<file path="src/rtl/pshare_predictor_param.sv">
// Per-address (PShare) branch predictor: per-PC local histories index a shared
// table of 2-bit saturating counters, with a hardware init sweep after reset.
module pshare_predictor_param #(
    parameter int ADDR_W      = 32,
    parameter int PC_IDX_BITS = 4,
    parameter int HIST_BITS   = 6,
    parameter int CNT_W       = 32
) (
    input  logic              clk,
    input  logic              reset,
    input  logic              pred_valid_i,
    input  logic [ADDR_W-1:0] pred_pc_i,
    output logic              pred_ready_o,
    output logic              pred_valid_o,
    output logic              pred_taken_o,
    input  logic              upd_valid_i,
    input  logic [ADDR_W-1:0] upd_pc_i,
    input  logic              upd_taken_i,
    input  logic              upd_pred_i,
    output logic [CNT_W-1:0]  total_branch_o,
    output logic [CNT_W-1:0]  mispredict_o
);

    localparam int BHT_ENTRIES = 1 << PC_IDX_BITS;
    localparam int PHT_ENTRIES = 1 << HIST_BITS;
    localparam int SWEEP_BITS  = (PC_IDX_BITS > HIST_BITS) ? PC_IDX_BITS : HIST_BITS;

    typedef enum logic {
        ST_INIT,
        ST_RUN
    } state_t;

    state_t state_q, state_d;

    logic [SWEEP_BITS-1:0] sweep_idx;
    logic                  sweep_done;
    logic                  run;
    logic                  pred_fire;
    logic                  upd_fire;

    logic [HIST_BITS-1:0] bht [BHT_ENTRIES];
    logic [1:0]           pht [PHT_ENTRIES];

    logic [PC_IDX_BITS-1:0] pred_bht_idx;
    logic [HIST_BITS-1:0]   pred_pht_idx;
    logic [PC_IDX_BITS-1:0] upd_bht_idx;
    logic [HIST_BITS-1:0]   upd_hist;
    logic [HIST_BITS-1:0]   upd_pht_idx;
    logic [1:0]             upd_ctr;
    logic [1:0]             upd_ctr_next;
    logic                   unused_pc_bits;

    assign sweep_done = (sweep_idx == '1);
    assign run        = (state_q == ST_RUN);
    assign pred_fire  = run && pred_valid_i;
    assign upd_fire   = run && upd_valid_i;

    assign pred_ready_o = run;

    // Only the word-index bits of the PCs select table entries.
    assign unused_pc_bits = ^{pred_pc_i, upd_pc_i};

    assign pred_bht_idx = pred_pc_i[PC_IDX_BITS+1:2];
    assign pred_pht_idx = bht[pred_bht_idx] ^ pred_pc_i[HIST_BITS+1:2];

    assign upd_bht_idx = upd_pc_i[PC_IDX_BITS+1:2];
    assign upd_hist    = bht[upd_bht_idx];
    assign upd_pht_idx = upd_hist ^ upd_pc_i[HIST_BITS+1:2];
    assign upd_ctr     = pht[upd_pht_idx];

    always_comb begin
        upd_ctr_next = upd_ctr;
        if (upd_taken_i) begin
            if (upd_ctr != 2'b11) begin
                upd_ctr_next = upd_ctr + 2'd1;
            end
        end else begin
            if (upd_ctr != 2'b00) begin
                upd_ctr_next = upd_ctr - 2'd1;
            end
        end
    end

    always_ff @(posedge clk) begin
        if (!reset) begin
            state_q <= ST_INIT;
        end else begin
            state_q <= state_d;
        end
    end

    always_comb begin
        state_d = state_q;
        case (state_q)
            ST_INIT: if (sweep_done) state_d = ST_RUN;
            ST_RUN:  state_d = ST_RUN;
            default: state_d = ST_INIT;
        endcase
    end

    always_ff @(posedge clk) begin
        if (!reset) begin
            sweep_idx <= '0;
        end else if (state_q == ST_INIT) begin
            sweep_idx <= sweep_idx + SWEEP_BITS'(1);
        end
    end

    // Table writes: the init sweep owns both tables until RUN; reads elsewhere
    // see pre-update contents, giving read-before-write on same-cycle accesses.
    always_ff @(posedge clk) begin
        if (reset) begin
            if (state_q == ST_INIT) begin
                bht[sweep_idx[PC_IDX_BITS-1:0]] <= '0;
                pht[sweep_idx[HIST_BITS-1:0]]   <= 2'b01;
            end else if (upd_valid_i) begin
                bht[upd_bht_idx] <= {upd_hist[HIST_BITS-2:0], upd_taken_i};
                pht[upd_pht_idx] <= upd_ctr_next;
            end
        end
    end

    always_ff @(posedge clk) begin
        if (!reset) begin
            pred_valid_o   <= 1'b0;
            pred_taken_o   <= 1'b0;
            total_branch_o <= '0;
            mispredict_o   <= '0;
        end else begin
            pred_valid_o <= pred_fire;
            if (pred_fire) begin
                pred_taken_o <= pht[pred_pht_idx][1];
            end
            if (upd_fire) begin
                if (total_branch_o != '1) begin
                    total_branch_o <= total_branch_o + CNT_W'(1);
                end
                if ((upd_taken_i != upd_pred_i) && (mispredict_o != '1)) begin
                    mispredict_o <= mispredict_o + CNT_W'(1);
                end
            end
        end
    end

endmodule

</file>
<file path="config.mk">
export PLATFORM = sky130hd
export DESIGN_NAME = pshare_predictor_param
export DESIGN_NICKNAME = d
export VERILOG_FILES = /design/src/rtl/pshare_predictor_param.sv
export SDC_FILE = /design/constraint.sdc
export NUM_CORES = 1
export LEC_CHECK = 0
export ABC_CLOCK_PERIOD_IN_PS = 7500
export BUFFER_PORTS_ARGS = -buffer_cell sky130_fd_sc_hd__buf_4
export CAP_MARGIN = 25
export CORE_ASPECT_RATIO = 0.75
export CORE_MARGIN = 5
export CORE_UTILIZATION = 44
export CTS_CLUSTER_SIZE = 30
export DETAILED_ROUTE_END_ITERATION = 10
export GPL_ROUTABILITY_DRIVEN = 1
export HOLD_SLACK_MARGIN = 0.02
export PLACE_DENSITY = 0.6
export SYNTH_ARGS = -nofsm -noshare
export SYNTH_HDL_FRONTEND = slang
export SYNTH_SLANG_ARGS = --single-unit
</file>
<file path="constraint.sdc">
create_clock -name clk -period 7.5 [get_ports clk]
set_input_delay 1.5 -clock clk [delete_from_list [all_inputs] [get_ports clk]]
set_output_delay 1.5 -clock clk [all_outputs]
set_load 0.02 [all_outputs]
</file>
Word level (Yosys, flattened, before mapping)
Memory sizes are Yosys's and may differ from the RTL's. A register that Yosys moved wholly into a read port is not among the register bits.
Index checks and enable logic that the tools add are counted.
{ "word_totals": {"ff_bits": 72, "mem_bits_rw": 224, "inputBits": 70, "output_inout_bits": 67, "wordCells": 47, "n_memories": 2} }
{ "classes": {"add_sub_neg": 5, "eq_ne": 5, "mux": 18, "bitwise_logic": 3, "reduce_logical": 9} }
{ "memory_table": {"columns": ["name", "words", "word_bits", "rd", "rd_ports_with_merged_regs", "wr", "line_no", "text"], "rows": [
  ["pht", 64, 2, 2, 1, 1, "42", "logic [1:0] pht [PHT_ENTRIES];"],
  ["bht", 16, 6, 2, 0, 1, "41", "logic [HIST_BITS-1:0] bht [BHT_ENTRIES];"]
]} }
{ "op_table": {"columns": ["op", "count"], "rows": [
  ["adder 32 x 1 -> 32 bit (second input constant)", 2],
  ["!= test 32 bit (second input constant)", 2],
  ["two-way mux 6 bit", 2],
  ["bitwise XOR 6 bit", 2],
  ["two-way mux 1 bit", 10],
  ["two-way mux 2 bit", 4],
  ["adder 6 x 1 -> 6 bit (second input constant)", 1],
  ["equality test 6 bit (second input constant)", 1],
  ["OR reduction 6 bit", 1],
  ["two-way mux 4 bit", 1],
  ["AND reduction 2 bit", 2],
  ["logical AND 1 bit", 3],
  ["adder 2 x 1 -> 2 bit (second input constant)", 1],
  ["!= test 2 bit (second input constant)", 1],
  ["one-hot mux 1 bit (2 select lines)", 1],
  ["nonzero test 2 bit", 1],
  ["OR reduction 2 bit", 1],
  ["subtractor 2 x 1 -> 2 bit (second input constant)", 1],
  ["logical NOT 1 bit", 1],
  ["!= test 1 bit", 1],
  ["inverter 1 bit", 1]
]} }

Logic depth before layout (Yosys ltp)
Gate-level depths: netlist of the first run.
An unclocked memory read counts as a cell.
{ "depth": {"ltp_word": 7, "depth_mapped": 16, "mapped_depth_nobuf": 12} }

Least setup slack after synthesis of the first run
Ideal clock, no wire load.
{ "synth_path": {"path_type": "input-to-reg", "startpoint": "in upd_pc_i[3]", "endpoint": "mem pht[0][1] (data pin)", "arrival_ns": 5.811, "setup_slack_ns": 1.190, "stages": 14, "path_cell_list": "buf_6 > mux4_1 > mux4_2 > mux2_4 > or2_1 > buf_6 > or2_0 > buf_6 > a21oi_2 > nor3_1 > a22oi_2 > o211ai_1 > maj3_2 > nor2_1"} }
{ "synth_between": {"elab_chain_cells": 7, "word_cells_on_any_way": 11} }
{ "synth_rtl": {"columns": ["item", "line_no", "text"], "rows": [
  ["start: declaration", "17", "input logic [ADDR_W-1:0] upd_pc_i,"],
  ["memory read (16 x 6 bit)", null, null],
  ["bitwise XOR 6 bit (*)", "68", "assign upd_pht_idx = upd_hist ^ upd_pc_i[HIST_BITS+1:2];"],
  ["memory read (64 x 2 bit) (*)", null, null],
  ["subtractor 2 x 1 -> 2 bit, or another cell as far along", "79", "upd_ctr_next = upd_ctr - 2'd1;"],
  ["two-way mux 2 bit, on equally long branches", "78, 74", null],
  ["two-way mux 2 bit (*)", "73", "if (upd_taken_i) begin"],
  ["two-way mux 2 bit (no line) (*)", null, null],
  ["end: declaration", "42", null]
]} }
Mark *: on every way between the ends. The rest lies on a longest branch, timed or not.

Worst setup path after layout of the first run
{ "layout_path": {"startpoint": "in upd_pc_i[2]", "endpoint": "mem pht[30][0] (data pin)"} }
Same word-level chain as after synthesis.

==> results of run 1 <==
-- worst max-delay path, cell delays in order --
cell and delay, ps:
sky130_fd_sc_hd__buf_4 510, sky130_fd_sc_hd__nor2_1 170, sky130_fd_sc_hd__a32oi_1 400, sky130_fd_sc_hd__nand3_1 500
sky130_fd_sc_hd__a31oi_4 900, sky130_fd_sc_hd__buf_4 340, sky130_fd_sc_hd__mux2i_1 100, sky130_fd_sc_hd__o22ai_1 370
sky130_fd_sc_hd__o32ai_1 180, sky130_fd_sc_hd__a22oi_2 180, sky130_fd_sc_hd__o211ai_1 140, sky130_fd_sc_hd__maj3_1 370
sky130_fd_sc_hd__nand2_2 440, sky130_fd_sc_hd__buf_4 300
-- metal layers --
layer / share of wire [%] / vias to the layer above / wire [µm]
met5: 0 / - / 0
met4: 2.6 / 0 / 1010
met3: 9.4 / 68 / 3650
met1: 46 / 4880 / 18000
met2: 42 / 436 / 16200
li1: - / 4629 / -
-- cells by family (layout without fill, tap and decap cells) --
logic type / after synthesis / count (layout)
XOR/XNOR: 66 / 66
adder cells (fa/ha/maj): 5 / 5
AO/OA/AOI/OAI: 146 / 146
multiplexers: 142 / 142
AND/OR/NAND/NOR: 456 / 456
flip-flops: 297 / 297
buffers and inverters: 92 / 192
-- synth_stat cells, types with 11 or more instances --
cell type / instances / area [µm²]
sky130_fd_sc_hd__xor2_1: 13 / 114
sky130_fd_sc_hd__xnor2_1: 53 / 464
sky130_fd_sc_hd__o21ai_0: 26 / 130
sky130_fd_sc_hd__and2_1: 68 / 425
sky130_fd_sc_hd__nand2_1: 117 / 439
sky130_fd_sc_hd__a22oi_1: 15 / 113
sky130_fd_sc_hd__dfxtp_1: 73 / 1460
sky130_fd_sc_hd__clkbuf_1: 33 / 124
sky130_fd_sc_hd__a21oi_1: 36 / 180
sky130_fd_sc_hd__or3_1: 15 / 93.8
sky130_fd_sc_hd__inv_1: 29 / 109
sky130_fd_sc_hd__nor2_1: 108 / 405
sky130_fd_sc_hd__mux2i_1: 82 / 821
sky130_fd_sc_hd__mux4_2: 55 / 1240
sky130_fd_sc_hd__buf_2: 17 / 85.1
sky130_fd_sc_hd__nand3_1: 53 / 265
sky130_fd_sc_hd__nand4_1: 19 / 119
sky130_fd_sc_hd__edfxtp_1: 224 / 6730
sky130_fd_sc_hd__o22ai_1: 14 / 87.6
sky130_fd_sc_hd__and3_1: 11 / 68.8
sky130_fd_sc_hd__nor3_1: 20 / 100
-- state kept, by name (all words and copies together) (netlist names) --
signal / cells
pred_valid_o: 1
sweep_idx: 6
total_branch_o: 32
mispredict_o: 32
pht: 128
pred_taken_o: 1
bht: 96
pred_ready_o: 1
-- power breakdown --
group	total, W	internal [W]	switching [W]
registers	0.00176	0.00175	0.00000648
logic	0.000307	0.000111	0.000197
clock network	0.00152	0.000889	0.000627
total	0.00358	0.00275	0.000830
-- layout by cell type, fill, tap and decap left out, types with 11 or more instances in the layout --
| master | instances |
|---|---|
| sky130_fd_sc_hd__inv_1 | 29 |
| sky130_fd_sc_hd__xnor2_1 | 52 |
| sky130_fd_sc_hd__mux2i_1 | 82 |
| sky130_fd_sc_hd__o21ai_0 | 26 |
| sky130_fd_sc_hd__edfxtp_1 | 224 |
| sky130_fd_sc_hd__buf_4 | 105 |
| sky130_fd_sc_hd__a22oi_1 | 15 |
| sky130_fd_sc_hd__and3_1 | 11 |
| sky130_fd_sc_hd__nand4_1 | 19 |
| sky130_fd_sc_hd__or3_1 | 15 |
| sky130_fd_sc_hd__clkbuf_16 | 31 |
| sky130_fd_sc_hd__nor2_1 | 107 |
| sky130_fd_sc_hd__nand2_1 | 116 |
| sky130_fd_sc_hd__a21oi_1 | 36 |
| sky130_fd_sc_hd__o22ai_1 | 14 |
| sky130_fd_sc_hd__xor2_1 | 13 |
| sky130_fd_sc_hd__nand3_1 | 53 |
| sky130_fd_sc_hd__and2_1 | 68 |
| sky130_fd_sc_hd__nor3_1 | 20 |
| sky130_fd_sc_hd__dfxtp_1 | 73 |
| sky130_fd_sc_hd__mux4_2 | 55 |
-- stage by stage --
stage / power (W) / instances / cell area, µm² / util, % / setup slack (ps)
6_report: 0.00358 / 1746 / 16600 / 51.2 / 1440
5_1_grt: 0.00370 / 1746 / 16600 / 51.2 / 1240
4_1_cts: 0.00360 / 1744 / 16600 / 51.1 / 1570
3_5_place_dp: 0.00210 / 1688 / 15600 / 48.1 / 998
3_3_place_gp: 0.00209 / 1688 / 15600 / 48.1 / 1090
2_1_floorplan: 0.00200 / 1204 / 14600 / - / 1190
-- how the worst max path moves through the flow --
stage           startpoint         end  slack [ps]
2_1_floorplan  upd_pc_i[3]   pht[0][1]        1190
3_3_place_gp   upd_pc_i[2]  pht[56][0]        1090
6_report       upd_pc_i[2]  pht[30][0]        1440
4_1_cts        upd_pc_i[2]  pht[47][0]        1570
3_5_place_dp   upd_pc_i[2]  pht[57][0]        1000
5_1_grt        upd_pc_i[2]  pht[47][0]        1240
-- cell type report --
type	count	area, µm²
fillers	2898	15900
repair buffers	106	808
inverters	30	113
flip-flops and latches	297	8190
multi-input cells	815	6000
well taps	442	553
clock inverters	12	133
clock buffers	44	855
==> out/results.txt, run 1 <==
The wire length per cell after detailed routing was 22.3 µm; the fraction of the mapped netlist area in simple logic gates was 15.3%. For this run, global-route usage on met1 was measured as 32.5%. For the remaining number of nets flagged by the antenna check after routing, the log shows 0. In the synthesized netlist, the number of instances is 1,204.

For the initial antenna violation count, the log shows 0. The clock reaches the later pin of the worst-skew pair after 560 ps. The type of the worst setup path is in -> reg.

The post-synthesis instance area came out at 14,600 µm². The sum of overflow across all layers after global routing was 0; the global-route wire length before repair was 58.4 mm. The tools report the global-route met3 utilization as 4.62%.

The relative area change from synthesis to final layout is 14.4%. The capture endpoint of the worst hold path is mispredict_o[30]. The maximum clock skew at final layout is 18.9 ps. The run gives 0 as the residual DRC count. The flow ran to the end, and the final reports show no timing, DRC or antenna violations. CTS saw 297 sinks. Dividing the synthesized area by the synthesized cell count gives 12.1 µm². Of the total synthesized cell area, the portion taken by XOR and XNOR cells is 3.97%. Global routing consumed, over all layers together, 20.6% of the routing resources. Measured against its own limit, the worst slew margin works out to 29.6%. The run gives 38.9 mm as the total wire length.

In the synthesized netlist the dominant register cell turns out to be sky130_fd_sc_hd__edfxtp_1. The logs give 7900 ps for the critical path data required time and 64 for the number of distinct library cell variants in the gate-level netlist after synthesis. The max-slew violation count was 0; the maximum fanout along the worst path was 43. The post-synthesis adder-cell area fraction was 0.404%; the data arrival time of the critical path was 6450 ps. The number of clock buffers inserted by TritonCTS was 31. Count of endpoints failing hold in the final timing report: 0.

Entering global routing, the biggest net connects 78 pins. Measured against the total synthesized area, the mux share comes to 14.8%. The net count after synthesis was 1,277. The tools report the startpoint of the worst register-to-register path as bht[14][0]. The count of routing violations after the opening detailed-route iteration came out at 1,016. Input and output buffers added on the ports amount to 84. The die covers 36,900 µm². The clock passes through at most 3 buffers. 0 antenna diodes ended up in the layout. The initialized floorplan defines 57 standard-cell rows. The first TritonRoute pass finished after 5 iterations. The worst setup path is captured at a flop.

The clock-pin slew on the worst setup and hold paths was 60 ps. In the final layout, the share of cells above drive strength 1 is 16.9%. The count of cells along the worst register-to-register path came out at 13.

The total negative slack for setup checks is 0 ps. The endpoint of the worst-slack reg-to-reg timing path is pht[30][0]. During I/O placement, the number of pins put on the boundary was 137. Hold repair after CTS inserted 0 buffers.

STA classifies the critical path startpoint as an input pin. The placeable core area was 32,500 µm²; the hold path depth was 2. Counting flops and latches in the post-synthesis netlist gives 297. For this run, asynchronously set or reset flops after synthesis account for 0%. The tools report the post-synthesis sequential area ratio as 56.2%.

The type of the most critical hold path is reg -> reg. Slew at the pin with the worst max-slew slack: 1050 ps. The slack of the worst reg-to-reg path came out at 2670 ps. TritonCTS built the clock tree. The die is 220 µm wide. After layout, the minimum clock period comes to 6060 ps. The H-tree level count came out at 1. The worst-case vdd ir drop is 0.158 mV. The via count of the first global-routing pass is 9,560. For this block, the via count after detailed routing is 10,000. Timing would allow up to 0.165 GHz.

The tools report the cell at the root of the clock tree as sky130_fd_sc_hd__clkbuf_16. The number of enable-type register cells in the synthesized netlist was 224. For the half-perimeter wire length after placement, the log shows 26.5 mm.

Hold path startpoint: mispredict_o[30]. For this run, the number of Yosys warnings is 0. The run gives 0 as the count of instances resized after the clock tree is built.

Hold is met by 517 ps. Summing the areas of all compound-gate instances in the mapped netlist gives 6.53% of the synthesized area. The run gives 0.883 as the routability congestion estimate. Using the TritonRoute via totals, the vias-per-cell ratio works out to 5.73.

The combinational family with the most area after synthesis is simple AND/OR/NAND/NOR gates. The final layout contains 1,354 nets. The starting density of the core came out at 44.8%.

The die height was 168 µm. The static leakage is 5.92 nW. Setup repair after global routing left no endpoint under its margin.

The run gives 0 as the number of max-cap violations. The fraction of the cycle the final worst path needs is 80.7%, and the met2 usage is 28.8%. Peak-usage layer in the global routing report: met1. Setup violations remaining at the end of the flow were counted as 0. The number of post-CTS setup repair buffers was 0; the power density over the cells was 215 nW/µm².
(Power assumes the default switching activity.)
==> run 2, diff against run 1 <==
--- a/config.mk
+++ b/config.mk
@@ -5,7 +5,7 @@
 export SDC_FILE = /design/constraint.sdc
 export NUM_CORES = 1
 export LEC_CHECK = 0
-export ABC_CLOCK_PERIOD_IN_PS = 7500
+export ABC_CLOCK_PERIOD_IN_PS = 5440
 export BUFFER_PORTS_ARGS = -buffer_cell sky130_fd_sc_hd__buf_4
 export CAP_MARGIN = 25
 export CORE_ASPECT_RATIO = 0.75
@@ -15,7 +15,7 @@
 export DETAILED_ROUTE_END_ITERATION = 10
 export GPL_ROUTABILITY_DRIVEN = 1
 export HOLD_SLACK_MARGIN = 0.02
-export PLACE_DENSITY = 0.6
+export PLACE_DENSITY = 0.62
 export SYNTH_ARGS = -nofsm -noshare
 export SYNTH_HDL_FRONTEND = slang
 export SYNTH_SLANG_ARGS = --single-unit
==> constraint.sdc (replaced) <==
create_clock -name clk -period 5.44 [get_ports clk]
set_input_delay 1.088 -clock clk [delete_from_list [all_inputs] [get_ports clk]]
set_output_delay 1.088 -clock clk [all_outputs]
set_load 0.02 [all_outputs]
==> run 2 against run 1 <==
Effect of this change:
- clock skew hardly changed
- non-clock buffer count is 24 higher
- utilization is 1.1 points higher
- via count is 2.0% higher
- critical path depth is 1 higher
- setup slack worse by 470 ps
- sequential cell count stayed put
- register-to-register slack worse by 1300 ps
- highest routed layer unchanged
==> out/results.txt, run 2 (synthesis results as in run 1) <==
The horizontal die dimension was 220 µm (unchanged). Half-perimeter wire length after placement: 27.1 mm (was 26.5 mm). Cell at the root of the clock tree: sky130_fd_sc_hd__clkbuf_16 (unchanged). The register ranked first by flip-flop count is pht (unchanged). The sum of overflow across all layers after global routing was 0 (unchanged); the H-tree level count was 1 (unchanged). The tools report the headroom to the max-slew limit as 30.6% (was 29.6%). The clock-pin slew on the worst setup and hold paths is 60 ps (about the same), and the starting density of the core is 44.8% (unchanged).

Counting I/O delays and the setup requirement, the final critical path takes 4470 ps. The total negative slack for setup checks was 0 ps (unchanged). The critical path data required time is 5840 ps (was 7900 ps), and the number of max-cap violations is 0 (unchanged). The startpoint kind of the worst setup timing path is an input pin (unchanged). The placed standard-cell area is 16,000 µm² (was 15,600 µm²), and the number of clock buffers inserted by TritonCTS is 31 (unchanged). The slew at the pin with the worst max-slew slack came out at 1040 ps (was 1050 ps). For the count of final setup violators, the log shows 0 (unchanged). The filler cell count was 2,863 (was 2,898).

The run gives 0 (unchanged) as the initial antenna violation count. The count of TritonRoute iterations in the first routing pass is 6 (was 5), and the final core area utilization is 52.3% (was 51.2%). Peak-usage layer in the global routing report: met1 (unchanged).

The static leakage was 6.14 nW (was 5.92 nW). The relative area change from synthesis to final layout is 16.8% (was 14.4%), and the via count normalized by instance count is 5.77 (was 5.73). Largest registers: pht: 128 flops, bht: 96 flops (unchanged).

Power density over the cells: 297 nW/µm² (was 215 nW/µm²). Most used cells in the layout excluding fill and tap cells: 224 x sky130_fd_sc_hd__edfxtp_1, 119 x sky130_fd_sc_hd__buf_4, 116 x sky130_fd_sc_hd__nand2_1, 107 x sky130_fd_sc_hd__nor2_1, 82 x sky130_fd_sc_hd__mux2i_1 (was 224 x sky130_fd_sc_hd__edfxtp_1, 116 x sky130_fd_sc_hd__nand2_1, 107 x sky130_fd_sc_hd__nor2_1, 105 x sky130_fd_sc_hd__buf_4, 82 x sky130_fd_sc_hd__mux2i_1). The highest cell delay on the worst timing path was 620 ps (was 900 ps); the remaining number of nets flagged by the antenna check after routing was 0 (unchanged). The run gives 0 (unchanged) as the max-slew violation count.

The run gives 0 (unchanged) as the count of endpoints failing hold in the final timing report. The residual DRC count came out at 0 (unchanged). The finished layout cell area is 17,000 µm² (was 16,600 µm²), and the post-layout net count is 1,378 (was 1,354). The area of the die was 36,900 µm² (unchanged); the wire length per cell after detailed routing was 21.8 µm (was 22.3 µm). The quantity of hold-fixing buffers added after cts was 0 (unchanged). The type of the most critical hold path is reg -> reg (unchanged).

The global-route track usage on met1 was 33.1% (was 32.5%). The most common cell after layout, fill and taps aside was sky130_fd_sc_hd__edfxtp_1 (unchanged). For the count of instances resized after the clock tree is built, the log shows 0 (unchanged). The global-route met3 utilization was 5.16% (was 4.62%). The met2 usage is 29.9% (was 28.8%), and the overall via count from detail_route is 10,200 (was 10,000). The logs give 18.9 ps (about the same) for the maximum clock skew at final layout and 21.0% (was 20.6%) for the global-route total usage across every layer. Cells along the critical path: buf_4 > mux4_1 > mux4_2 > mux2_4 > or2_1 > or2_0 > buf_4 > a21oi_1 > nor3_1 > o21ai_0 > buf_4 > nand4_1 > maj3_2 > nor2_4 > buf_12 (was buf_4 > nor2_1 > a32oi_1 > nand3_1 > a31oi_4 > buf_4 > mux2i_1 > o22ai_1 > o32ai_1 > a22oi_2 > o211ai_1 > maj3_1 > nand2_2 > buf_4).

Type of the worst setup path: in -> reg (unchanged). Dividing the final minimum period by the clock period gives 82.2%. For this run, the top clock speed supported by timing is 0.224 GHz. The highest-delay cell along the critical path is sky130_fd_sc_hd__mux4_1 (was sky130_fd_sc_hd__a31oi_4). The maximum fanout along the worst path came out at 32 (was 43). For the total wire length, the log shows 38.7 mm (was 38.9 mm). TritonCTS built the clock tree. The number of flip-flops in the largest register works out to 128 (unchanged). The placeable core area is 32,500 µm² (unchanged), and the worst-case vdd ir drop is 0.170 mV (was 0.158 mV).

The routability congestion estimate was 0.904 (was 0.883); the count of clock tree sinks was 297 (unchanged). The maximum buffer depth of the clock tree was 3 (unchanged). The run gives 4870 ps (was 6450 ps) as the data arrival time of the critical path. The standard-cell row count came out at 57 (unchanged). Capturing element type of the critical path: a flop (unchanged). The number of input and output port buffers inserted is 84 (unchanged).

The die height was 168 µm (unchanged); the number of post-CTS setup repair buffers was 0 (unchanged). Pin count of the biggest net entering global routing: 76 (was 78). Ratio of cells with drive above 1 in the final layout: 19.0% (was 16.9%). The run finished with clean final reports. Setup repair after global routing left no endpoint under its margin. The cell repeated most along the worst path was sky130_fd_sc_hd__buf_4 (unchanged). The tools report the via count of the first global-routing pass as 9,899 (was 9,560). The clock insertion delay at the later pin of the skew report was 580 ps (was 560 ps); the count of routing violations after the opening detailed-route iteration was 1,010 (was 1,016). The tools report the total I/O pin count as 137 (unchanged). The run gives 60.0 mm (was 58.4 mm) as the global-route wire length before repair. The tools report the number of antenna diodes as 0 (unchanged).
run 2: cell types whose count changed in the layout (fill, tap and decap cells not counted), sizes merged:
| cell | before | now |
|---|---|---|
| buf | 106 | 130 |
| clkbuf | 44 | 32 |
| clkinvlp | 1 | 3 |
| bufinv | 3 | 4 |
| inv | 29 | 31 |
| clkinv | 9 | 17 |
run 2: worst max-delay path: cells and delay by family:
kind / cells / cell delay [ps]
multiplexers: 3 / 1460
AO/OA/AOI/OAI: 2 / 370
AND/OR/NAND/NOR: 5 / 800
buffers and inverters: 4 / 760
adder cells (fa/ha/maj): 1 / 350
run 2: worst paths after layout:
path	end	depth (start not counted)	start	slack, ps
min	mispredict_o[23]	2	mispredict_o[23]	520
min reg2reg	mispredict_o[23]	2	mispredict_o[23]	520
max	pht[13][1]	15	upd_pc_i[3]	970
max reg2reg	pht[13][1]	14	bht[5][1]	1390
run 2: cell type report:
class	instances	area, µm²	share of cell area (%)
clock buffers	32	779	4.59
inverters	30	113	0.662
clock inverters	25	254	1.49
repair buffers	130	1110	6.55
well taps	442	553	3.25
flip-flops and latches	297	8190	48.2
multi-input cells	815	6000	35.3
run 2: layer usage:
metal | share of wire [%] | vias up
met5 | 0 | -
met1 | 46 | 5062
li1 | - | 4682
met2 | 43 | 425
met4 | 1.6 | 0
met3 | 9.8 | 48
run 2: stage by stage:
stage	cells	total power [W]	worst slack, ps	hold WS [ps]
2_1_floorplan	1204	0.00276	166	478
3_3_place_gp	1713	0.00294	451	494
3_5_place_dp	1713	0.00294	454	508
4_1_cts	1770	0.00509	1050	518
5_1_grt	1771	0.00522	788	557
6_report	1771	0.00505	970	516
run 2: power by group:
| part | internal (W) | switching [W] | total (W) |
|---|---|---|---|
| Combinational | 0.000187 | 0.000283 | 0.000470 |
| Sequential | 0.00242 | 0.00000871 | 0.00243 |
| Clock | 0.00124 | 0.000918 | 0.00215 |
==> run 3, diff against run 2 <==
--- a/config.mk
+++ b/config.mk
@@ -5,7 +5,7 @@
 export SDC_FILE = /design/constraint.sdc
 export NUM_CORES = 1
 export LEC_CHECK = 0
-export ABC_CLOCK_PERIOD_IN_PS = 5440
+export ABC_CLOCK_PERIOD_IN_PS = 4500
 export BUFFER_PORTS_ARGS = -buffer_cell sky130_fd_sc_hd__buf_4
 export CAP_MARGIN = 25
 export CORE_ASPECT_RATIO = 0.75
@@ -15,7 +15,7 @@
 export DETAILED_ROUTE_END_ITERATION = 10
 export GPL_ROUTABILITY_DRIVEN = 1
 export HOLD_SLACK_MARGIN = 0.02
-export PLACE_DENSITY = 0.62
+export PLACE_DENSITY = 0.6
 export SYNTH_ARGS = -nofsm -noshare
 export SYNTH_HDL_FRONTEND = slang
 export SYNTH_SLANG_ARGS = --single-unit
==> constraint.sdc (replaced) <==
create_clock -name clk -period 4.5 [get_ports clk]
set_input_delay 0.9 -clock clk [delete_from_list [all_inputs] [get_ports clk]]
set_output_delay 0.9 -clock clk [all_outputs]
set_load 0.02 [all_outputs]
==> run 3 against run 2 <==
Effect of this change:
- sequential power up 21%
- setup slack worse by 590 ps
- global-route usage about the same
- combinational power up 33%
==> out/results.txt, run 3 (synthesis results as in run 1) <==
The tools report the global-route wire length before repair as 60.0 mm (unchanged). The run gives 76 (unchanged) as the pin count of the biggest net entering global routing. The run gives 0 (unchanged) as the number of post-CTS setup repair buffers. Worst-case vdd ir drop: 0.269 mV (was 0.170 mV). The type of the worst setup path was in -> reg (unchanged). The fraction of the cycle the final worst path needs was 91.6%; the total I/O pin count was 137 (unchanged). The logs give 0 (unchanged) for the count of endpoints failing hold in the final timing report and 0 (unchanged) for the remaining number of nets flagged by the antenna check after routing.

The number of clock buffers inserted by TritonCTS was 30 (was 31). The logs give 6010 µm² (was 6000 µm²) for the area used by multi-input combinational logic and 1 (unchanged) for the H-tree level count. The logs give 570 ps (was 580 ps) for the clock insertion delay at the later pin of the skew report and 0 (unchanged) for the max-slew violation count. The post-layout net count is 1,426 (was 1,378).

Largest registers: pht: 128 flops, bht: 96 flops (unchanged). The global-route total usage across every layer is 21.1% (was 21.0%). For this run, the top clock speed supported by timing is 0.243 GHz. Count of final setup violators: 0 (unchanged). The logs give 4910 ps (was 5840 ps) for the critical path data required time and 18.2 mm (was 17.8 mm) for the sum of routed wire segments on met1. Slew at the pin with the worst max-slew slack: 937 ps (was 1040 ps). The maximum fanout along the worst path is 22 (was 32). For the finished layout cell area, the log shows 17,400 µm² (was 17,000 µm²).

The clock-pin slew on the worst setup and hold paths was 60 ps (about the same). For the share of total power in sequential cells, the log shows 47.2% (was 48.0%). The wire length on met2 was 16.3 mm (was 16.5 mm); the maximum buffer depth of the clock tree was 3 (unchanged). For the met3 routed wirelength, the log shows 3.97 mm (was 3.79 mm). Setup repair after global routing left no endpoint under its margin. The horizontal die dimension was 220 µm (unchanged); the number of max-cap violations was 0 (unchanged). The data arrival time of the critical path came out at 4530 ps (was 4870 ps). Internal power contribution: 0.00481 W (was 0.00384 W). The run finished with clean final reports. Number of antenna diodes: 0 (unchanged). The smallest clock period supported by the final layout is computed as 4120 ps. Register ranked first by flip-flop count: pht (unchanged). For the proportion of power drawn by the clock network, the log shows 42.8% (was 42.6%).

The count of non-filler cells in the finished layout was 1,819 (was 1,771); the wire length per cell after detailed routing was 21.6 µm (was 21.8 µm). The residual DRC count is 0 (unchanged), and the sum of overflow across all layers after global routing is 0 (unchanged). The tools report the via count of the first global-routing pass as 9,993 (was 9,899).

The startpoint kind of the worst setup timing path is an input pin (unchanged). The type of the most critical hold path was reg -> reg (unchanged). The capturing element type of the critical path is a flop (unchanged).

The half-perimeter wire length after placement came out at 28.4 mm (was 27.1 mm). The switching power as a share of total power was 22.7% (was 23.9%); the ratio of cells with drive above 1 in the final layout was 21.5% (was 19.0%). The relative area change from synthesis to final layout was 19.5% (was 16.8%).

The die height was 168 µm (unchanged); the maximum clock skew at final layout was 22.0 ps (was 18.9 ps). The tools report the count of routing violations after the opening detailed-route iteration as 948 (was 1,010). The total wire length was 39.2 mm (was 38.7 mm). Most used cells in the layout excluding fill and tap cells: 224 x sky130_fd_sc_hd__edfxtp_1, 166 x sky130_fd_sc_hd__buf_4, 116 x sky130_fd_sc_hd__nand2_1, 107 x sky130_fd_sc_hd__nor2_1, 82 x sky130_fd_sc_hd__mux2i_1 (was 224 x sky130_fd_sc_hd__edfxtp_1, 119 x sky130_fd_sc_hd__buf_4, 116 x sky130_fd_sc_hd__nand2_1, 107 x sky130_fd_sc_hd__nor2_1, 82 x sky130_fd_sc_hd__mux2i_1).

The quantity of hold-fixing buffers added after cts is 0 (unchanged), and the number of flip-flops in the largest register is 128 (unchanged). For the count of instances resized after the clock tree is built, the log shows 0 (unchanged). The area of the die is 36,900 µm² (unchanged), and the count of clock tree sinks is 297 (unchanged). The power density over the cells is 358 nW/µm² (was 297 nW/µm²). The starting density of the core is 44.8% (unchanged). For the overall via count from detail_route, the log shows 10,400 (was 10,200).

The tools report the initial antenna violation count as 0 (unchanged). The filler cell count came out at 2,836 (was 2,863). The top layer reached by signal wires was met4 (unchanged). The placed standard-cell area came out at 16,400 µm² (was 16,000 µm²).

The number of input and output port buffers inserted was 84 (unchanged); the routability congestion estimate was 0.930 (was 0.904). The tools report the count of TritonRoute iterations in the first routing pass as 5 (was 6). The static leakage was 6.40 nW (was 6.14 nW); the placeable core area was 32,500 µm² (unchanged).

The headroom to the max-slew limit came out at 37.3% (was 30.6%). Final core area utilization: 53.5% (was 52.3%). The standard-cell row count was 57 (unchanged). TritonCTS built the clock tree.

The tools report the cell at the root of the clock tree as sky130_fd_sc_hd__clkbuf_16 (unchanged). The via count normalized by instance count is 5.73 (was 5.77). The combinational fraction of design power is 10.1% (was 9.3%), and the register area is 8190 µm² (unchanged).

The run gives 1,762 (was 1,713) as the number of instances in the placed design. Most common cell after layout, fill and taps aside: sky130_fd_sc_hd__edfxtp_1 (unchanged). The tools report the switching component of the power as 0.00141 W (was 0.00121 W).
==> run 3: metrics by stage <==
stage	power [W]	TNS [ps]	setup WS [ps]	hold WS (ps)
detailed placement	0.00361	-11360	-142	513
finish	0.00622	0	377	515
global placement	0.00360	-10200	-126	492
CTS	0.00626	0	424	523
floorplan	0.00335	-4510	-70.4	478
global route	0.00642	0	240	557
==> run 3: area by class of cell <==
cell class	instances	area share (%)
flip-flops and latches	297	47.1
inverters	30	0.647
multi-input cells	815	34.5
repair buffers	179	8.57
clock inverters	15	1.26
well taps	442	3.18
clock buffers	41	4.73
==> run 3: worst max-delay path, stage by stage <==
cell,delay [ps]
sky130_fd_sc_hd__buf_4,160
sky130_fd_sc_hd__buf_4,160
sky130_fd_sc_hd__mux2_2,350
sky130_fd_sc_hd__or3b_1,370
sky130_fd_sc_hd__and4_1,260
sky130_fd_sc_hd__a31oi_4,260
sky130_fd_sc_hd__buf_12,200
sky130_fd_sc_hd__mux2i_1,260
sky130_fd_sc_hd__o22ai_1,110
sky130_fd_sc_hd__buf_4,160
sky130_fd_sc_hd__nor3_1,190
sky130_fd_sc_hd__o21ai_0,160
sky130_fd_sc_hd__and4_1,230
sky130_fd_sc_hd__maj3_1,430
sky130_fd_sc_hd__nand2_8,130
sky130_fd_sc_hd__buf_12,160
==> run 3: final timing paths <==
check | startpoint | endpoint | slack, ps | cells after the start
worst max-delay path | upd_pc_i[3] | pht[53][0] | 380 | 16
worst min-delay path | mispredict_o[23] | mispredict_o[23] | 510 | 2
worst max register to register | bht[5][1] | pht[47][1] | 610 | 13
worst min register to register | mispredict_o[23] | mispredict_o[23] | 510 | 2
==> run 3: layer usage <==
layer,GRT usage [%],up-vias
li1,-,4776
met5,0,-
met2,29.8,461
met1,32.5,5124
met3,5.87,56
met4,4.29,0
==> run 3: power groups by stage <==
stage	Clock, W	Sequential, W	Combinational [W]
floorplan	0	0.00299	0.000360
detailed placement	0	0.00299	0.000614
global placement	0	0.00299	0.000611
CTS	0.00271	0.00293	0.000617
global route	0.00283	0.00294	0.000662
finish	0.00266	0.00294	0.000626
